$ cat src/rtl/alu_bus_control.sv
// alu_bus_control: sequencing FSM, 8-to-1 system bus mux and accumulator ALU of the 8-bit accumulator CPU.
// Latency: strobes are registered and are valid for the entire state they belong to; bus_out/alu_result/alu_e are combinational.
// Backpressure: none; the sequencer advances one state per clock until HALT, and only reset leaves HALT.
//
// Ports:
//   clock, reset (asynchronous, active-low; forces INIT)
//   ir, ac, dr, tr, x_data, memory_data (8b), ar, pc (4b) : register and memory values
//   bus_out, alu_result, alu_e                            : datapath outputs
//   load_*, clear_*, inc_*, memory_read/write             : register and memory strobes
//   bus_selectors, alu_enable, alu_mode                   : datapath control
// Build option: define SHIFT_OPS_EN to give opcodes 9/A (SHR/SHL) and ALU modes 100/101 their shift behaviour.
module alu_bus_control (
  input  logic       clock,
  input  logic       reset,
  input  logic [7:0] ir,
  input  logic [7:0] ac,
  input  logic [7:0] dr,
  input  logic [7:0] tr,
  input  logic [7:0] x_data,
  input  logic [7:0] memory_data,
  input  logic [3:0] ar,
  input  logic [3:0] pc,
  output logic [7:0] bus_out,
  output logic [7:0] alu_result,
  output logic       alu_e,
  output logic       load_ar,
  output logic       load_pc,
  output logic       load_dr,
  output logic       load_ac,
  output logic       load_ir,
  output logic       load_tr,
  output logic       clear_ar,
  output logic       clear_pc,
  output logic       clear_dr,
  output logic       clear_ac,
  output logic       clear_tr,
  output logic       inc_ar,
  output logic       inc_pc,
  output logic       inc_dr,
  output logic       inc_ac,
  output logic       inc_tr,
  output logic       memory_read,
  output logic       memory_write,
  output logic [2:0] bus_selectors,
  output logic       alu_enable,
  output logic [2:0] alu_mode
);

  typedef enum logic [2:0] {S_INIT, S_T0, S_T1, S_T2, S_T3, S_T4, S_HALT} state_t;

  typedef struct packed {
    logic       load_ar, load_pc, load_dr, load_ac, load_ir, load_tr;
    logic       clear_ar, clear_pc, clear_dr, clear_ac, clear_tr;
    logic       inc_ar, inc_pc, inc_dr, inc_ac, inc_tr;
    logic       memory_read, memory_write;
    logic [2:0] bus_sel;
    logic       alu_enable;
    logic [2:0] alu_mode;
  } ctrl_t;

  state_t     state_q, state_d;
  ctrl_t      ctrl_q, ctrl_d;
  logic [3:0] opcode;
  logic       ir_addr_unused;

  assign opcode         = ir[7:4];
  assign ir_addr_unused = ^ir[3:0];

  always_comb begin
    state_d = state_q;
    case (state_q)
      S_INIT: state_d = S_T0;
      S_T0:   state_d = S_T1;
      S_T1:   state_d = S_T2;
      S_T2:   state_d = S_T3;
      S_T3: begin
        case (opcode)
          4'h0, 4'h1, 4'h2: state_d = S_T4;
          4'hF:             state_d = S_HALT;
          default:          state_d = S_T0;
        endcase
      end
      S_T4:   state_d = S_T0;
      S_HALT: state_d = S_HALT;
      default: state_d = S_INIT;
    endcase
  end

  // Strobes are decoded for the state being entered so that the registered
  // copy lines up with that state. ir is already stable when T2 and T3 end.
  always_comb begin
    ctrl_d = '0;
    case (state_d)
      S_INIT: begin
        ctrl_d.clear_ar = 1'b1;
        ctrl_d.clear_pc = 1'b1;
        ctrl_d.clear_dr = 1'b1;
        ctrl_d.clear_ac = 1'b1;
        ctrl_d.clear_tr = 1'b1;
      end
      S_T0: begin
        ctrl_d.bus_sel = 3'd2;
        ctrl_d.load_ar = 1'b1;
      end
      S_T1: begin
        ctrl_d.memory_read = 1'b1;
        ctrl_d.bus_sel     = 3'd7;
        ctrl_d.load_ir     = 1'b1;
        ctrl_d.inc_pc      = 1'b1;
      end
      S_T2: begin
        ctrl_d.bus_sel = 3'd5;
        ctrl_d.load_ar = 1'b1;
      end
      S_T3: begin
        case (opcode)
          4'h0, 4'h1, 4'h2: begin
            ctrl_d.memory_read = 1'b1;
            ctrl_d.bus_sel     = 3'd7;
            ctrl_d.load_dr     = 1'b1;
          end
          4'h3: begin
            ctrl_d.bus_sel      = 3'd4;
            ctrl_d.memory_write = 1'b1;
          end
          4'h4: begin
            ctrl_d.bus_sel = 3'd1;
            ctrl_d.load_pc = 1'b1;
          end
          4'h6: ctrl_d.clear_ac = 1'b1;
          4'h7: begin
            ctrl_d.alu_enable = 1'b1;
            ctrl_d.alu_mode   = 3'b011;
            ctrl_d.load_ac    = 1'b1;
          end
          4'h8: ctrl_d.inc_ac = 1'b1;
`ifdef SHIFT_OPS_EN
          4'h9, 4'hA: begin
            // The ALU must be enabled or it would just pass ac through.
            ctrl_d.alu_enable = 1'b1;
            ctrl_d.alu_mode   = (opcode == 4'h9) ? 3'b100 : 3'b101;
            ctrl_d.load_ac    = 1'b1;
          end
`endif
          default: ctrl_d = '0;
        endcase
      end
      S_T4: begin
        // Only AND/ADD/LDA reach T4; their opcodes 0/1/2 equal ALU modes 000/001/010.
        ctrl_d.alu_enable = 1'b1;
        ctrl_d.load_ac    = 1'b1;
        ctrl_d.alu_mode   = {1'b0, opcode[1:0]};
      end
      default: ctrl_d = '0;
    endcase
  end

  always_ff @(posedge clock or negedge reset) begin
    if (!reset) begin
      state_q           <= S_INIT;
      ctrl_q            <= '0;
      ctrl_q.clear_ar   <= 1'b1;
      ctrl_q.clear_pc   <= 1'b1;
      ctrl_q.clear_dr   <= 1'b1;
      ctrl_q.clear_ac   <= 1'b1;
      ctrl_q.clear_tr   <= 1'b1;
    end else begin
      state_q <= state_d;
      ctrl_q  <= ctrl_d;
    end
  end

  assign load_ar       = ctrl_q.load_ar;
  assign load_pc       = ctrl_q.load_pc;
  assign load_dr       = ctrl_q.load_dr;
  assign load_ac       = ctrl_q.load_ac;
  assign load_ir       = ctrl_q.load_ir;
  assign load_tr       = ctrl_q.load_tr;
  assign clear_ar      = ctrl_q.clear_ar;
  assign clear_pc      = ctrl_q.clear_pc;
  assign clear_dr      = ctrl_q.clear_dr;
  assign clear_ac      = ctrl_q.clear_ac;
  assign clear_tr      = ctrl_q.clear_tr;
  assign inc_ar        = ctrl_q.inc_ar;
  assign inc_pc        = ctrl_q.inc_pc;
  assign inc_dr        = ctrl_q.inc_dr;
  assign inc_ac        = ctrl_q.inc_ac;
  assign inc_tr        = ctrl_q.inc_tr;
  assign memory_read   = ctrl_q.memory_read;
  assign memory_write  = ctrl_q.memory_write;
  assign bus_selectors = ctrl_q.bus_sel;
  assign alu_enable    = ctrl_q.alu_enable;
  assign alu_mode      = ctrl_q.alu_mode;

  always_comb begin
    bus_out = x_data;
    case (ctrl_q.bus_sel)
      3'd0: bus_out = x_data;
      3'd1: bus_out = {4'b0000, ar};
      3'd2: bus_out = {4'b0000, pc};
      3'd3: bus_out = dr;
      3'd4: bus_out = ac;
      3'd5: bus_out = ir;
      3'd6: bus_out = tr;
      3'd7: bus_out = memory_data;
      default: bus_out = x_data;
    endcase
  end

  logic [8:0] sum;

  always_comb begin
    sum        = {1'b0, ac} + {1'b0, dr};
    alu_result = ac;
    alu_e      = 1'b0;
    if (ctrl_q.alu_enable) begin
      case (ctrl_q.alu_mode)
        3'b000: alu_result = ac & dr;
        3'b001: {alu_e, alu_result} = sum;
        3'b010: alu_result = dr;
        3'b011: alu_result = ~ac;
`ifdef SHIFT_OPS_EN
        3'b100: begin
          alu_result = {1'b0, ac[7:1]};
          alu_e      = ac[0];
        end
        3'b101: begin
          alu_result = {ac[6:0], 1'b0};
          alu_e      = ac[7];
        end
`endif
        3'b110: alu_result = ac ^ dr;
        default: alu_result = ac;
      endcase
    end
  end

endmodule

$ cat config.mk
export PLATFORM = sky130hd
export DESIGN_NAME = alu_bus_control
export DESIGN_NICKNAME = d
export VERILOG_FILES = /design/src/rtl/alu_bus_control.sv
export SDC_FILE = /design/constraint.sdc
export NUM_CORES = 1
export LEC_CHECK = 0
export ABC_CLOCK_PERIOD_IN_PS = 2850
export CORE_ASPECT_RATIO = 0.9
export CORE_UTILIZATION = 45
export DETAILED_ROUTE_END_ITERATION = 16
export HOLD_SLACK_MARGIN = 0.05
export PLACE_DENSITY = 0.88
export REMOVE_ABC_BUFFERS = 1
export SYNTH_ARGS = -nofsm -noshare
export SYNTH_HDL_FRONTEND = slang
export SYNTH_SLANG_ARGS = --single-unit
$ cat constraint.sdc
create_clock -name clock -period 2.85 [get_ports clock]
set_input_delay 0.4275 -clock clock [delete_from_list [all_inputs] [get_ports clock]]
set_output_delay 0.4275 -clock clock [all_outputs]
set_load 0.1 [all_outputs]
== Yosys cells after proc, flatten, opt, wreduce, memory -nomap -nowiden ==
Cells that the tools add are included.
Word-level totals
  flip-flop bits (word level): 25
  input bits: 58
  logic and storage cells: 86
  output and inout bits: 42
Cells by class
  equality and inequality tests: 30
  bitwise logic cells: 3
  add/sub/neg operators: 1
  reduce and logical (&&, ||, !) cells: 8
  multiplexer cells: 25
Operators by type and width (count)
  8-bit case mux with 8 select lines: 1
  8-bit case mux with 5 select lines: 1
  3-bit equality test (second input constant): 10
  3-bit by 2-bit equality test with 1-bit output (second input constant): 8
  3-bit case mux with 6 select lines: 1
  3-bit by 1-bit equality test with 1-bit output (second input constant): 4
  4-bit by 3-bit equality test with 1-bit output (second input constant): 3
  3-bit logical NOT: 4
  3-bit case mux with 4 select lines: 1
  1-bit 2-to-1 mux: 11
  5-bit case mux with 2 select lines: 1
  8-bit by 8-bit adder with 9-bit output: 1
  3-bit case mux with 3 select lines: 1
  8-bit bitwise AND: 1
  4-bit by 2-bit equality test with 1-bit output (second input constant): 2
  4-bit equality test (second input constant): 2
  8-bit 2-to-1 mux: 1
  8-bit NOT: 1
  4-bit case mux with 2 select lines: 1
  8-bit XOR: 1
  3-bit case mux with 2 select lines: 1
  4-bit by 1-bit equality test with 1-bit output (second input constant): 1
  4-bit logical NOT: 1
  2-bit 2-to-1 mux: 2
  other kinds (4): 6

== Longest topological paths before layout ==
Gate-level depths: netlist of run 1.
  depth after elaboration: 7
  depth in mapped cells: 7
  gate-level depth less buffers: 7

== Worst setup path before layout of run 1 ==
OpenSTA, ideal clock, no wires.
  path kind: register to output
  from: register ctrl_q (netlist bit bus_selectors[1])
  to: output port bus_out[0]
  data required time: 2.423 ns
  stages on the path, launching flop included: 6
  data arrival time: 3.815 ns
  setup slack: -1.392 ns
  buffers on the path: 2
  path through: dfrtp_1 buf_6 clkbuf_4 and2_1 a21oi_1 o31ai_1
On the way
  longest elaborated chain between the ends: 2
  elaborated cells between the ends (all ways): 9
  those cells by class: 7 x eq/ne; 1 x mux; 1 x reduce/logical
RTL lines
  from (decl): RTL line 62  | ctrl_t ctrl_q, ctrl_d;
  from (signal assigned): RTL line 169  | ctrl_q <= ctrl_d;
  3-bit equality test, or another cell as far along: RTL line 197  | case (ctrl_q.bus_sel)
  8-bit case mux with 8 select lines (*): RTL line 197
  to (decl): RTL line 23  | output logic [7:0] bus_out,
Mark *: on every way between the ends. The rest lies on a longest branch, timed or not.

== Final worst setup path of run 1 ==
  from: input port dr[0]
  to: output port alu_e
On the way
  longest elaborated chain between the ends: 3
RTL lines
  from (decl): RTL line 17  | input logic [7:0] dr,
  8-bit by 8-bit adder with 9-bit output: RTL line 213  | sum = {1'b0, ac} + {1'b0, dr};
  1-bit 2-to-1 mux: RTL line 217  | case (ctrl_q.alu_mode)
  1-bit 2-to-1 mux: RTL line 216  | if (ctrl_q.alu_enable) begin
  to (decl): RTL line 25  | output logic alu_e,
Every way passes these cells.

==> results.toml, run 1 <==
[clocking]
cts_buffers = 3
clock_latency_ns = 0.25
max-clock-path-buffers = 2
cts_tree = "yes"
cts-hold-fix-buffers = 0
clk_pin_slew_worst_paths_ns = 0.07
htreeDepth = 1
cts_sinks = 18
cts-root-buf = "clkbuf_8"

[worst_setup_path]
critPathLaunchType = "input pin"
critical_path_required_ns = 2.42
criticalPathCategory = "input pin to output pin"
cp-end-kind = "output pin"
cp_data_arrival_time_ns = 2.36
cp_max_fo = 2

[final_layout]
utilization_pct = 78.0
final_common_cell = "clkdlybuf4s50_1"
syn2layout_area_growth_pct = 60.2
final_cells = 411
fill_cells = 273
diodes = 0
drive_above_1_share_pct = 26.2
nets = 419
final_cell_mix = "47 x clkdlybuf4s50_1, 43 x buf_4, 35 x nand2_1, 25 x nor2_1, 17 x buf_12"

[synthesis]
synthSimpleGateAreaFrac_pct = 21.5
synth_fa_ha_area_share_pct = 5.82
synth_xor_area_share_pct = 0.848
synth_top_area_share_pct = 19.4
ys.flop_type = "dfrtp_1"
ys_warn_count = 0
seq_area_frac_synth_pct = 21.9
syn_area_sq_um = 2060
synth.mux.area_fraction_pct = 13.4
synth-seq-cells = 18
yosysTopAreaCell = "dfrtp_1"
synth_compound_area_share_pct = 24.4
netlist_instances = 253
syn_avg_cell_area_sq_um = 8.16
synth_cell_type_count = 53
synth-async-reset-ratio_pct = 100
ys_top_cells_by_area = "dfrtp_1 19%, mux4_2 9.8%, nand2_1 6.4%"
synth_edf_count = 0
synth_top_family_by_area = "compound AO/OA/AOI/OAI gates"

[sta]
worstMarginPinSlew_ns = 0.818
fin_worst_skew_ns = 0.00354
layout_setup_ws_ns = 0.0582
slew_headroom_pct = 45.3
slew_viol_final = 0
fin_crit_ns = 2.79
fmax_mhz = 358
hold_slack_ns = 0.643
timing.final.crit_share_pct = 98.0
hold_viol = 0
setup_viol = 0
finalSetupTns_ns = 0

[drt]
via_count = 2381
drt-pass1-iter-count = 4
met2WireLength_mm = 3.70
highest_layer = "met5"
routed_wl_mm = 7.17
wl_per_cell_um = 17.4
vias_per_cell = 5.79
drc = 0
drt_iter0_drc = 155
met3_length_um = 568
ant_nets = 0
drt-met1-wl_mm = 2.72

[pwr]
swShare_pct = 59.6
cellLeakagePower_nw = 1.48
p_comb_share_pct = 81.7
power.share.clock_pct = 5.9
power_density_nw_per_um2 = 1080
vdd_drop_max_uv = 902
intPower_mw = 1.45
seqPwrFrac_pct = 12.5
p_switching_mw = 2.13

[die]
start_util_pct = 48.7
io-pin-count = 100
placement_rows = 22
chipWidth_um = 73.4
core_sq_um = 4240
die-area_sq_um = 4860
die_height_um = 66.3

[global_routing]
grt_max_degree = 19
track_usage_pct = 28.8
grt-ovfl-total = 0
antenna_found_initial = 1
grt_pass1_wl_mm = 10.6
grt_pass1_vias = 2329

[placement]
hpwl_mm = 5.39
dp_slack_ns = -0.287
portBuffers = 94
dp_cells = 405
gp_congestion = 1.01

[run_status]
status = "completed"

[flow_run]
maxCapViolations = 0

[hold_path]
hold_path.class = "input pin to async pin"
worst max-delay path: stages:
cell and delay [ns]:
dlygate4sd2_1 0.26, ha_2 0.20, fa_2 0.36, a21oi_2 0.19, o21ai_2 0.10, nor3_2 0.23, buf_4 0.14, nand2b_1 0.15
a211oi_2 0.12, buf_12 0.19
what timing repair did:
action | CTS | global route
pin swaps | 7 | 5
setup buffers | 2 | 0
gates resized for setup | 9 | 13
endpoints found under the setup margin | 5 | 6
flip-flops by register name, indices dropped and copies added (netlist names):
name and count:
inc_ac 1, state_q 3, inc_pc 1, load_ar 1
clear_ac 1, memory_write 1, load_dr 1, load_ac 1
clear_ar 1, load_pc 1, memory_read 1, bus_selectors 3
alu_mode 2
final timing paths:
check | startpoint | to | slack, ns | cells after the start
max in group asynchronous | reset | state_q[0]$_DFF_PN0_ | 1.70 | 1
max | dr[0] | alu_e | 0.06 | 10
min | reset | state_q[2]$_DFF_PN0_ | 0.64 | 1
min in group clock | state_q[0]$_DFF_PN0_ | clear_ar$_DFF_PN1_ | 0.66 | 1
min reg2reg | state_q[0]$_DFF_PN0_ | clear_ar$_DFF_PN1_ | 0.66 | 1
max reg2reg | state_q[0]$_DFF_PN0_ | alu_mode[1]$_DFF_PN0_ | 1.46 | 5
metal layers:
metal	global-route usage, %	vias to the layer above
li1	-	1096
met1	32.5	1157
met2	53.4	106
met3	4.27	20
met4	12.5	2
met5	0	-
synthesized netlist by cell type, types with 3 or more instances:
cell type  instances
mux2_2             3
mux4_2             9
buf_4             10
o31ai_1            4
clkbuf_8           3
nor3_1             3
o21bai_1           3
buf_2              4
ha_1               8
buf_6              4
nand3b_1           3
nand2b_1           5
a22oi_1            6
a211oi_1           3
nand3_1            3
o21ai_0           12
nor2_1            25
mux2i_1            4
a22o_1             3
a21oi_1           12
o211ai_1           5
o21ai_1           11
nor2b_1            5
o22ai_1            3
inv_1             10
dfrtp_1           16
a21o_1             3
clkbuf_1           5
nand2_1           35
and2_1             4
kinds of logic after synthesis:
family,Yosys count
compound gates,77
xor+xnor,2
fa+ha+maj,9
buf+inv,37
flops,18
mux,16
other cells,1
simple gates,93
layout make-up:
cell class / instances / area [sq um] / area share (%)
Clock buffer: 4 / 55.1 / 1.66
Inverter: 10 / 37.5 / 1.13
Multi-Input combinational cell: 202 / 1440 / 43.4
Sequential cell: 18 / 453 / 13.7
Tap cell: 60 / 75.1 / 2.27
Timing Repair Buffer: 117 / 1250 / 37.8
metrics by stage:
stage          instance area [sq um]  total power, mW
5_1_grt                         3310             3.72
6_report                        3310             3.58
3_3_place_gp                    3170             3.30
2_1_floorplan                   1870             2.41
3_5_place_dp                    3170             3.35
4_1_cts                         3260             3.57
power groups by stage:
stage	combinational, mW	sequential [mW]	clock (mW)
2_1_floorplan	1.43	0.979	0
4_1_cts	2.91	0.447	0.215
5_1_grt	3.03	0.464	0.225
3_3_place_gp	2.85	0.448	0
3_5_place_dp	2.90	0.449	0
6_report	2.93	0.446	0.210
(Power assumes the default switching activity.)
==> run 2, diff against run 1 <==
--- a/config.mk
+++ b/config.mk
@@ -10,6 +10,7 @@
 export CORE_UTILIZATION = 45
 export DETAILED_ROUTE_END_ITERATION = 16
 export HOLD_SLACK_MARGIN = 0.05
+export MAX_ROUTING_LAYER = met4
 export PLACE_DENSITY = 0.88
 export REMOVE_ABC_BUFFERS = 1
 export SYNTH_ARGS = -nofsm -noshare
==> run 2 against run 1 <==
  * Sequential power rose by 2%
  * Clock power is 20% lower
  * Combinational power barely moved
  * Sequential share of layout area barely moved
  * Critical endpoint is now alu_result[7]
  * Critical path depth fell by 1
  * Maximum frequency decreased by 0.71%
  * Critical path type unchanged
  * Highest routed layer is now met4
  * Total power about the same
  * Die area did not move
  * First-iteration DRC count rose by 9.0%
==> results.toml, run 2 (synthesis results as in run 1) <==
[worst_setup_path]
cp_max_fo = 3
path_delay_family = "buffers and inverters"
cp_data_arrival_time_ns = 2.38
cp_slowest_stage_delay_ns = 0.50
crit-reg2reg-launch = "state_q[1]$_DFF_PN0_"
cp-end-kind = "output pin"
cp_slowest_cell = "clkdlybuf4s50_1"
criticalPathCategory = "input pin to output pin"
critical_path_required_ns = 2.42
cp_cell_sequence = "clkdlybuf4s50_1, ha_4, buf_4, o21ai_1, nor2_1, mux2i_1, nand3_1, nand2_1, buf_12"
critPathBufInv = 3
reg2regPathDepth = 4
r2r_slack_ns = 1.47
critPathLaunchType = "input pin"
r2r-end = "inc_ac$_DFF_PN0_"

[sta]
layout_setup_ws_ns = 0.0382
hold_viol = 0
timing.final.crit_share_pct = 98.7
slew_headroom_pct = 48.6
fin_crit_ns = 2.81
fin_worst_skew_ns = 0.00125
finalSetupTns_ns = 0
worstMarginPinSlew_ns = 0.769
slew_viol_final = 0
fmax_mhz = 356
hold_slack_ns = 0.630
setup_viol = 0

[run_status]
status = "completed"

[clocking]
cts_buffers = 3
htreeDepth = 1
max-clock-path-buffers = 2
cts-root-buf = "clkbuf_8"
cts_sinks = 18
clock_latency_ns = 0.25
clk_pin_slew_worst_paths_ns = 0.06
cts-hold-fix-buffers = 0
cts_tree = "yes"

[drt]
vias_per_cell = 6.00
drt-pass1-iter-count = 5
routed_wl_mm = 7.48
drc = 0
via_count = 2460
wl_per_cell_um = 18.2
ant_nets = 0
drt_iter0_drc = 169

[pwr]
cellLeakagePower_nw = 1.45
power_density_nw_per_um2 = 1080
vdd_drop_max_uv = 855
seqPwrFrac_pct = 12.7
p_comb_share_pct = 82.6
p_total_mw = 3.58
intPower_mw = 1.42
swShare_pct = 60.2
p_switching_mw = 2.16
power.share.clock_pct = 4.7

[global_routing]
track_usage_pct = 28.9
grt-ovfl-total = 0
antenna_found_initial = 0
grt_pass1_wl_mm = 10.4
grt_max_degree = 19
grt_pass1_vias = 2198

[final_layout]
drive_above_1_share_pct = 26.3
diodes = 0
stdcell_area_sq_um = 3300
final_cell_mix = "50 x clkdlybuf4s50_1, 43 x buf_4, 35 x nand2_1, 25 x nor2_1"
fill_cells = 296
multi_input_area_sq_um = 1450
syn2layout_area_growth_pct = 60.0
final_common_cell = "clkdlybuf4s50_1"
nets = 419
regArea_sq_um = 453

[placement]
hpwl_mm = 5.31
dp_slack_ns = -0.230
portBuffers = 94
place_area_sq_um = 3170
gp_congestion = 1.05

[die]
chipWidth_um = 73.4
placement_rows = 22
core_sq_um = 4240
start_util_pct = 48.7
die_height_um = 66.3
io-pin-count = 100
die-area_sq_um = 4860

[hold_path]
hold_path.class = "input pin to async pin"

[flow_run]
maxCapViolations = 0
## run 2: cell count changes in the layout (fill, tap and decap cells not counted), sizes merged
cell / previous run / this run
buf: 60 / 59
clkdlybuf4s50: 47 / 50
dlymetal6s2s: 8 / 5
## run 2: cell type report
cell class	instances	area share (%)
Clock buffer	3	1.25
Inverter	10	1.14
Multi-Input combinational cell	202	43.8
Sequential cell	18	13.7
Tap cell	60	2.27
Timing Repair Buffer	117	37.8
## run 2: timing repair
item / 4_1_cts / 5_1_grt
buffers inserted: 1 / 0
gates resized for setup: 8 / 14
setup endpoints to repair: 4 / 6
cloned: 0 / 0
pin swaps: 7 / 4
## run 2: per-layer routing
metal  share of wire [%]  track usage (%)
met5                   0                -
met1                  35             31.7
met2                  50             49.3
met4                 4.1             14.9
met3                  11             6.40
## run 2: worst max-delay path by stage
| stage | cells past startpoint | start | endpoint | slack [ns] |
|---|---|---|---|---|
| finish | 9 | ac[2] | alu_result[7] | 0.04 |
| detailed placement | 9 | ac[0] | alu_result[6] | -0.23 |
| CTS | 8 | ac[1] | alu_result[6] | 0.003 |
| global route | 9 | ac[2] | alu_e | -0.03 |
| global placement | 9 | ac[0] | alu_result[6] | -0.22 |
| floorplan | 2 | load_ac$_DFF_PN0_ | alu_result[3] | -2.11 |
## run 2: per-stage QoR
| stage | utilization (%) | std cells |
|---|---|---|
| final | 77.9 | 410 |
| after floorplan | - | 230 |
| after global placement | 74.9 | 406 |
| after CTS | 76.5 | 410 |
| after global routing | 77.9 | 410 |
| after detailed placement | 74.9 | 406 |
## run 2: power groups by stage
stage	clock [mW]	sequential [mW]	combinational, mW
2_1_floorplan	0	0.979	1.43
3_3_place_gp	0	0.453	2.85
3_5_place_dp	0	0.456	2.89
4_1_cts	0.172	0.452	2.90
5_1_grt	0.187	0.472	3.06
6_report	0.167	0.456	2.96
==> edit (config.mk and constraints of run 1) <==
Build with the macro `SHIFT_OPS_EN` defined.
--- a/src/rtl/alu_bus_control.sv
+++ b/src/rtl/alu_bus_control.sv
@@ -11,2 +11,4 @@
 // Build option: define SHIFT_OPS_EN to give opcodes 9/A (SHR/SHL) and ALU modes 100/101 their shift behaviour.
+`define SHIFT_OPS_EN
+
 module alu_bus_control (
Function: changed (a bounded check fails within 10 cycles, from zero or initial values and one cycle with reset low).
==> edit against run 1 <==
Worst setup slack got worse by 68 ps; power is 4.5% higher; final area is 15% higher; routed wire length is 13% higher; area after synthesis increased by 18%; global-route usage fell by 0.82 points; register-to-register slack lost 190 ps; sequential cell count rose by 1; count of clock-buffer cells in the layout down 1; highest routed layer is now met4; the flow now finishes with violations (setup timing); worst hold slack lost 21 ps; die area grew 18%.
==> edit: results (changes against run 1) <==
stage,metric,value,unit,change
place,Placed Area,3680,sq um,+16%
yosys,Synth cell types,64,,+21%
place,RePlAce Congestion,0.936,,-7.0%
layout,# fillers,375,,+37%
routing,routed wire length,8.10,mm,+13%
timing,worst slew pin tran,795,ps,-23.1 ps
routing,DRT iter0 DRCs,246,,+59%
place,Place WS,-285,ps,+1.95 ps
routing,DR vias/cell,6.13,,+5.8%
timing,Final WS setup,-9.46,ps,-67.7 ps
yosys,"top cells by count, synth","nor2_1, a21oi_1, dfrtp_1, o21ai_0",,
yosys,Post-Synth XOR/XNOR Area,0.00718,,-0.00130
layout,Nets,470,,+12%
power,peak supply drop,1280,uV,+42%
clock_tree,worst-skew pair later-pin latency,270,ps,+20 ps
global_routing,first-pass GRT wire length,12.6,mm,+18%
critical_path,Crit-path slowest cell,mux4_2,,
critical_path,CP Max Fanout,6,,+4
global_routing,largest net degree at the start of global routing,33,,+14
yosys,Compound-Gate Fraction of Synth Area,0.289,,+0.0451
critical_path,Critical Path Max Stage Delay,460,ps,+100 ps
global_routing,antenna violations before repair,0,,-1
status,outcome,"complete, but fails checks",,
timing,Final setup violation count,1,,+1
global_routing,via count of the first global-routing pass,2696,,+16%
place,PortBufs,95,,+1.1%
status,failing checks,setup timing,,
clock_tree,post-CTS setup buffer count,0,,-2
critical_path,worst path arrival time,2430,ps,+70 ps
yosys,Synth Area in Adders,0.0534,,-0.00482
timing,clock skew,2.18,ps,-1.36 ps
yosys,Area contributors post-synth,"dfrtp_1, mux4_2, nor2_1",,
timing,TNS Setup,-9.46,ps,-9.46 ps
global_routing,GR Util All Layers,0.279,,-0.00818
edit: final cells by class:
class                   instances  area share
well taps                      67      0.0220
clock buffers                   3      0.0109
flip-flops and latches         19       0.126
repair buffers                129       0.349
clock inverters                 1     0.00132
inverters                      15      0.0148
multi-input cells             235       0.476
edit: per-layer routing:
| layer | part of all wire | global-route usage | wire [microns] | vias up |
|---|---|---|---|---|
| met4 | 0.035 | 0.113 | 281 | 0 |
| met1 | 0.37 | 0.327 | 2980 | 1362 |
| met3 | 0.090 | 0.0306 | 729 | 30 |
| met5 | 0 | 0 | 0 | - |
| li1 | - | - | - | 1315 |
| met2 | 0.51 | 0.516 | 4110 | 168 |
edit: timing repair:
item	in CTS	in global routing
gates resized for setup	19	9
endpoints found under the hold margin	0	0
pin swaps	3	4
setup endpoints to repair	8	3
hold buffers	0	0
edit: power by group:
part           leakage (nW)  total (mW)  internal [mW]  switching, mW
Combinational          1.33        3.00           1.06           1.95
Sequential            0.241       0.549          0.344          0.205
Clock                0.0255       0.191         0.0976         0.0935
Total                  1.60        3.74           1.50           2.25
edit: worst paths after layout:
kind                             from                to  slack (ps)  depth (start not counted)
min                             reset        state_q[1]         620                          1
max                             ac[1]     alu_result[2]          -9                          7
min reg2reg                state_q[0]        state_q[1]         660                          1
max reg2reg                state_q[2]       alu_mode[1]        1270                          4
min in group clock         state_q[0]        state_q[1]         660                          1
max in group asynchronous       reset  bus_selectors[2]        1730                          1
edit: through the flow:
step | util | cells | total power [mW]
6_report | 0.728 | 469 | 3.74
5_1_grt | 0.728 | 469 | 3.90
4_1_cts | 0.725 | 469 | 3.74
3_5_place_dp | 0.705 | 465 | 3.54
3_3_place_gp | 0.705 | 465 | 3.49
2_1_floorplan | - | 269 | 2.55
